**src/rtl/jlsemi_util_clkdiv_data_gearbox.sv**
```systemverilog
// Packs narrow fast-clock samples into a wide word and hands it to the divided-clock
// domain on each read strobe. The output word holds steady between strobes.
module jlsemi_util_clkdiv_data_gearbox #(
    parameter int DATA_W = 8,
    parameter int LANES  = 8,
    parameter int CNT_W  = 6
) (
    input  logic                      clk_in,
    input  logic                      rst_in,
    input  logic                      enable,
    input  logic                      rd_en,
    input  logic [DATA_W-1:0]         din,
    input  logic                      din_vld,
    input  logic                      err_clr,
    output logic [DATA_W*LANES-1:0]   dout,
    output logic [CNT_W-1:0]          dout_cnt,
    output logic                      dout_tgl,
    output logic                      aligned,
    output logic                      ovf_err,
    output logic                      udf_err
);

    localparam int               WORD_W  = DATA_W * LANES;
    localparam logic [CNT_W-1:0] LANES_C = CNT_W'(LANES);

    typedef enum logic {
        WAIT_ALIGN = 1'b0,
        RUN        = 1'b1
    } state_t;

    state_t              state_q,    state_d;
    logic [WORD_W-1:0]   acc_q,      acc_d;
    logic [CNT_W-1:0]    lane_ptr_q, lane_ptr_d;
    logic [WORD_W-1:0]   dout_q,     dout_d;
    logic [CNT_W-1:0]    dout_cnt_q, dout_cnt_d;
    logic                dout_tgl_q, dout_tgl_d;
    logic                aligned_q,  aligned_d;
    logic                ovf_err_q,  ovf_err_d;
    logic                udf_err_q,  udf_err_d;
    logic                ovf_set;
    logic                udf_set;

    always_comb begin
        state_d    = state_q;
        acc_d      = acc_q;
        lane_ptr_d = lane_ptr_q;
        dout_d     = dout_q;
        dout_cnt_d = dout_cnt_q;
        dout_tgl_d = dout_tgl_q;
        ovf_set    = 1'b0;
        udf_set    = 1'b0;

        if (state_q == WAIT_ALIGN) begin
            // The aligning strobe only marks the word boundary; nothing is transferred.
            acc_d      = '0;
            lane_ptr_d = '0;
            if (enable && rd_en) begin
                state_d = RUN;
            end
        end else if (!enable) begin
            state_d    = WAIT_ALIGN;
            acc_d      = '0;
            lane_ptr_d = '0;
        end else if (rd_en) begin
            dout_d     = acc_q;
            dout_cnt_d = lane_ptr_q;
            dout_tgl_d = ~dout_tgl_q;
            udf_set    = (lane_ptr_q == '0);
            acc_d      = '0;
            lane_ptr_d = '0;
            // A sample coinciding with the strobe opens the next word.
            if (din_vld) begin
                acc_d[DATA_W-1:0] = din;
                lane_ptr_d        = CNT_W'(1);
            end
        end else if (din_vld) begin
            if (lane_ptr_q < LANES_C) begin
                for (int k = 0; k < LANES; k++) begin
                    if (lane_ptr_q == CNT_W'(k)) begin
                        acc_d[k*DATA_W +: DATA_W] = din;
                    end
                end
                lane_ptr_d = lane_ptr_q + CNT_W'(1);
            end else begin
                ovf_set = 1'b1;
            end
        end

        // Set beats clear when both happen in the same cycle.
        ovf_err_d = ovf_set | (ovf_err_q & ~err_clr);
        udf_err_d = udf_set | (udf_err_q & ~err_clr);
        aligned_d = (state_d == RUN);
    end

    always_ff @(posedge clk_in) begin
        if (rst_in) begin
            state_q    <= WAIT_ALIGN;
            acc_q      <= '0;
            lane_ptr_q <= '0;
            dout_q     <= '0;
            dout_cnt_q <= '0;
            dout_tgl_q <= 1'b0;
            aligned_q  <= 1'b0;
            ovf_err_q  <= 1'b0;
            udf_err_q  <= 1'b0;
        end else begin
            state_q    <= state_d;
            acc_q      <= acc_d;
            lane_ptr_q <= lane_ptr_d;
            dout_q     <= dout_d;
            dout_cnt_q <= dout_cnt_d;
            dout_tgl_q <= dout_tgl_d;
            aligned_q  <= aligned_d;
            ovf_err_q  <= ovf_err_d;
            udf_err_q  <= udf_err_d;
        end
    end

    assign dout     = dout_q;
    assign dout_cnt = dout_cnt_q;
    assign dout_tgl = dout_tgl_q;
    assign aligned  = aligned_q;
    assign ovf_err  = ovf_err_q;
    assign udf_err  = udf_err_q;

endmodule

```
**config.mk**
```make
export PLATFORM = sky130hd
export DESIGN_NAME = jlsemi_util_clkdiv_data_gearbox
export DESIGN_NICKNAME = d
export VERILOG_FILES = /design/src/rtl/jlsemi_util_clkdiv_data_gearbox.sv
export SDC_FILE = /design/constraint.sdc
export NUM_CORES = 1
export LEC_CHECK = 0
export CAP_MARGIN = 20
export CORE_AREA = 3 3 127 129
export DETAILED_ROUTE_END_ITERATION = 10
export DIE_AREA = 0 0 130 132
export GPL_TIMING_DRIVEN = 0
export SYNTH_ARGS = -nofsm -noshare
export SYNTH_HDL_FRONTEND = slang
export SYNTH_SLANG_ARGS = --single-unit
```
**constraint.sdc**
```tcl
create_clock -name clk_in -period 1.6 [get_ports clk_in]
set_input_delay 0.32 -clock clk_in [delete_from_list [all_inputs] [get_ports clk_in]]
set_output_delay 0.32 -clock clk_in [all_outputs]
set_load 0.02 [all_outputs]
```
# ---- Word-level counts from Yosys, hierarchy flattened
# Index checks and enable logic that the tools add are counted.
dict set report totals {
  ff_bits 144
  in_bits 14
  output_inout_bits 74
  wordCells 69
}
dict set report classes {
  n_addsub 1
  n_lt_le_gt_ge 1
  n_eq_ne 7
  mux 20
  n_bitwise 8
  n_reduce_logical 17
}
# operator n
set ops {}
lappend ops {{$mux 8} 5}
lappend ops {{$reduce_and 3->1} 9}
lappend ops {{$eq 6x3->1 const B} 4}
lappend ops {{$mux 6} 3}
lappend ops {{$eq 6x2->1 const B} 2}
lappend ops {{$mux 1} 12}
lappend ops {{$add 6x1->6 const B} 1}
lappend ops {{$eq 6x1->1 const B} 1}
lappend ops {{$logic_not 6->1} 1}
lappend ops {{$lt 6x4->1 const B} 1}
lappend ops {{$reduce_bool 2->1} 3}
lappend ops {{$not 1->1} 4}
lappend ops {{$reduce_or 4->1} 1}
lappend ops {{$reduce_or 3->1} 1}
lappend ops {{$and 1x1->1} 2}
lappend ops {{$or 1x1->1} 2}
lappend ops {{$reduce_and 2->1} 1}
lappend ops {{$logic_and 1x1->1} 1}

# ---- Longest topological paths before layout
dict set report logic_depth {
  ltp_word 7
  mapped_depth 6
  mapped_depth_nobuf 5
}

# ---- Worst setup path before layout
# Ideal clock, no wire load.
dict set report synth_path {
  path_type {reg-to-reg}
  from {register lane_ptr_q[0]}
  to {register acc_q[0]}
  setup_time_ps 144
  arrival_ps 1467
  t_required_ps 1456
  setup_slack_ps -11
  path_stages_with_launch 7
  n_path_buf 1
  synth_period_minus_slack_ps 1611
  path_cell_list {dfxtp_1 -> inv_1 -> ha_1 -> nor4bb_1 -> buf_2 -> a22oi_1 -> o22ai_1}
}
dict set report synth_between {
  elab_chain_cells 3
  elab_cells_between_ends 5
  classes_between {1 x order compare; 4 x reduce/logical}
}
# item line_no
set synth_rtl {}
lappend synth_rtl {{start: declaration} 33} ;# logic [CNT_W-1:0] lane_ptr_q, lane_ptr_d;
lappend synth_rtl {{start signal: assignment} 109} ;# lane_ptr_q <= lane_ptr_d;
lappend synth_rtl {{$lt 6x4->1 or $logic_not 6->1 (tied branches)} {77, 79}}
lappend synth_rtl {{$reduce_bool 2->1 (no line)} -}
lappend synth_rtl {{$reduce_and 3->1 (no line) *} -}
lappend synth_rtl {{end signal: assignment} 98} ;# acc_q <= '0;
lappend synth_rtl {{end signal: assignment} 108} ;# acc_q <= acc_d;
lappend synth_rtl {{end: declaration} 32} ;# logic [WORD_W-1:0] acc_q, acc_d;
# Every way passes the cells marked *; elsewhere a longest branch is shown, timed or not.
# A chain may end at the register's enable or synchronous reset.

# ---- Final worst setup path
dict set report layout_path {
  from {input port rst_in}
  to {register acc_q[13]}
}
dict set report layout_between {
  elab_chain_cells 1
}
# item line_no
set layout_rtl {}
lappend layout_rtl {{start: declaration} 9} ;# input logic rst_in,
lappend layout_rtl {{$reduce_or 4->1 (no line)} -}
# No other way between the ends.

==> out/metrics.csv <==
stage,metric,value,unit
worst_hold_path,Hold Crit Start,enable,
clock_network,Clock Pin Slew Worst Setup and Hold Paths,0.06,ns
synthesis,Post-synth EDFFs,0,
synthesis,Synth Flop Type,dfxtp_1,
timing,WHS,0.338,ns
global_routing,initial antenna violation count,0,
finish,post-route cell area,7080,um2
worst_setup_path,crit path cell chain,"clkdlybuf4s50_1, and4bb_1, clkbuf_4, nand2_1, mux2i_1",
power_and_ir_drop,Leak Pwr,3.04,nW
floorplanning,Ports,88,
route,ANT nets after route,0,
clock_network,Clock Latency Late Sink,0.43,ns
synthesis,post-synthesis net count,615,
power_and_ir_drop,clock share of power,53.4,%
worst_setup_path,"CP delay by family, top",buffers and inverters,
synthesis,Ys Warns,0,
clock_network,CTS HTree Levels,4,
timing,part of the cycle the worst path needs,98.3,%
synthesis,Syn Std Cell Area,5250,um2
worst_setup_path,Setup crit start kind,primary input,
power_and_ir_drop,Comb pwr share,2.6,%
run_status,status,completed,
worst_setup_path,crit end category,register,
worst_setup_path,Setup Crit Path Kind,in2reg,
worst_setup_path,RR Endpoint,acc_q[14]$_SDFFE_PP0P_,
worst_setup_path,worst reg2reg startpoint,lane_ptr_q[3]$_SDFFE_PP0P_,
timing,RSZ-0062 raised after global routing,yes,
global_routing,met1 GRT Util,22.0,%
floorplanning,Die X-Extent,130,um
worst_hold_path,worst hold path depth,2,
route,Post-Route WL,14100,um
power_and_ir_drop,Peak supply drop,0.802,mV
finish,Layout Nets,723,
power_and_ir_drop,register share of total power,44.0,%
power_and_ir_drop,internal power,6.55,mW
global_routing,vias in the first global route,4341,
timing,"Slew Viols, Final",0,
placed_design,I/O Buffers,87,
timing,Worst-Margin Slew,0.544,ns
worst_setup_path,WP data arrival,1.92,ns
timing,Layout Skew,0.00789,ns
global_routing,grt ovf,0,
synthesis,unique cell type count in the Yosys netlist,35,
worst_hold_path,Worst Hold Class,in2reg,
worst_setup_path,WP data required,1.95,ns
placed_design,placement-stage cell area,6360,um2
power_and_ir_drop,Net Switching,1.62,mW
timing,Final Setup Violations,0,
global_routing,All-Layer GR Usage,16.6,%
worst_setup_path,reg2reg path depth,4,
route,vias per cell,4.88,
clock_network,root buffer cell,clkbuf_16,
route,number of detailed-route iterations in the first pass,5,
worst_setup_path,Worst Path Max Fanout,10,
finish,layout cells sized above 1,12.1,%
power_and_ir_drop,PD cells,1150,nW/um2
timing,crit path time final,1.57,ns
floorplanning,Initial Utilization,34.7,%
finish,Fillers,1463,
worst_setup_path,worst reg2reg setup slack,0.04,ns
finish,"commonest non-fill, non-tap cell in the layout",nand2_1,
timing,setup tns final,0,ns
worst_setup_path,"Largest stage delay, worst path",0.49,ns
synthesis,synthesized flop and latch total,144,
synthesis,fraction of registers with async set/reset,0,%
clock_network,CTS tree,built,
floorplanning,row count,45,
job,max-cap violation count,0,
global_routing,met2 GRT Util,26.3,%
global_routing,most used routing layer,met2,
route,Remaining DRCs,0,
timing,Max transition margin,63.7,%
global_routing,pin count of the biggest net entering global routing,17,
worst_setup_path,WP buf/inv,2,
finish,area of the multi-input gates,2270,um2
power_and_ir_drop,sw frac,19.9,%
route,drt wl/cell,15.5,um
clock_network,CTS buffer count,17,
clock_network,clock sink count,144,
synthesis,syn_area_per_cell,8.80,um2
route,Initial DRC Count,235,
synthesis,share of the yosys chip area belonging to registers,54.9,%
floorplanning,Die Ht,132,um
floorplanning,die area,17200,um2
finish,FF+latch area,2890,um2
placed_design,GP Congestion,0.811,
route,vias,4419,
worst_setup_path,"Slowest-stage cell, CP",clkdlybuf4s50_1,
worst_hold_path,Hold EP,aligned$_SDFF_PP0_,
finish,n_diodes,0,
finish,area delta synth->final,34.7,%
timing,Fmax,0.636,GHz
power_and_ir_drop,overall power,8.17,mW
finish,most frequent cells in the layout,"nand2_1, dfxtp_1, a21oi_1",
placed_design,HPWL Detailed,10000,um
timing,final hold vios,0,
synthesis,cell count after synthesis,597,
floorplanning,Placeable Area,15100,um2
global_routing,first-pass GRT wire length,22100,um
clock_network,clock tree buffer depth,2,
finish,fin util,46.7,%
global_routing,grt met3 use,4.38,%
==> metal layers <==
layer | wire, um | part of all wire (%)
met1 | 6590 | 47
met2 | 6450 | 46
met3 | 785 | 5.6
met4 | 240 | 1.7
met5 | 0 | 0
==> sequential cells by signal (all words and copies together), names as in the netlist <==
register,flops
acc_q,64
dout_tgl,1
dout_cnt,6
dout,64
aligned,1
ovf_err,1
udf_err,1
lane_ptr_q,6
==> Yosys cell counts, types with 2 or more instances <==
library cell / instances / share of area [%]
dfxtp_1: 144 / 55
o21ai_0: 9 / 0.86
nand3_1: 11 / 1.0
nand3_4: 4 / 1.3
mux2i_1: 50 / 9.5
o22ai_1: 8 / 0.95
nor3_1: 2 / 0.19
inv_1: 3 / 0.21
ha_1: 4 / 0.95
and2_1: 2 / 0.24
and3_1: 2 / 0.24
clkbuf_1: 32 / 2.3
nand2b_1: 3 / 0.36
nor2_1: 7 / 0.50
buf_2: 6 / 0.57
nand2_1: 212 / 15
a21oi_1: 80 / 7.6
==> worst register-to-register path, stage by stage (launching register included) <==
cell and delay, ns:
dfxtp_1 0.41, nor2_1 0.45, and3_1 0.22, buf_4 0.19, mux2i_1 0.21
==> kinds of logic after synthesis <==
kind of cell	Yosys count	synth area share, %
AOI/OAI and AO/OA	103	10.4
adders and majority gates	4	0.953
muxes	50	9.53
buffers and inverters	42	3.22
xor gates and xnor gates	1	0.167
and+or+nand+nor	253	20.9
DFF	144	54.9
==> per-stage QoR <==
| stage | std cells | setup slack (ns) |
|---|---|---|
| after global placement | 872 | -0.797 |
| after detailed placement | 872 | -0.867 |
| final | 906 | 0.0268 |
| after floorplan | 597 | 0.0692 |
| after global routing | 906 | -0.0905 |
| after CTS | 903 | -0.0421 |
==> what timing repair did <==
item / CTS / global route
gates cloned: 0 / 1
hold buffers: 0 / 0
setup buffers: 1 / 3
pin swaps: 0 / 2
gates resized for setup: 97 / 42
setup endpoints to repair: 215 / 140
==> worst max-delay path by stage <==
stage | start | endpoint | slack [ns] | cells after the start
3_5_place_dp | rd_en | dout_cnt[5]$_SDFFE_PP0P_ | -0.87 | 6
2_1_floorplan | lane_ptr_q[5]$_SDFFE_PP0P_ | acc_q[10]$_SDFFE_PP0P_ | 0.07 | 5
6_report | rst_in | acc_q[13]$_SDFFE_PP0P_ | 0.03 | 5
3_3_place_gp | rd_en | dout[1]$_SDFFE_PP0P_ | -0.80 | 6
5_1_grt | rst_in | dout[49]$_SDFFE_PP0P_ | -0.09 | 4
4_1_cts | enable | acc_q[14]$_SDFFE_PP0P_ | -0.04 | 6
==> cell type report <==
class	instances	area share (%)
Clock inverter	11	2.60
Buffer	36	2.58
Inverter	3	0.159
Multi-Input combinational cell	411	32.1
Clock buffer	21	6.65
Timing Repair Buffer	92	11.7
Sequential cell	144	40.8
Tap cell	188	3.32
==> power groups by stage <==
stage               Combinational [mW]  Sequential (mW)  Clock (mW)
detailed placement               0.184             3.67           0
global placement                 0.180             3.67           0
CTS                              0.197             3.59        4.43
floorplan                       0.0922             3.67           0
global route                     0.231             3.59        4.57
finish                           0.215             3.59        4.36
Note: power is estimated with default switching activity, not from simulation.
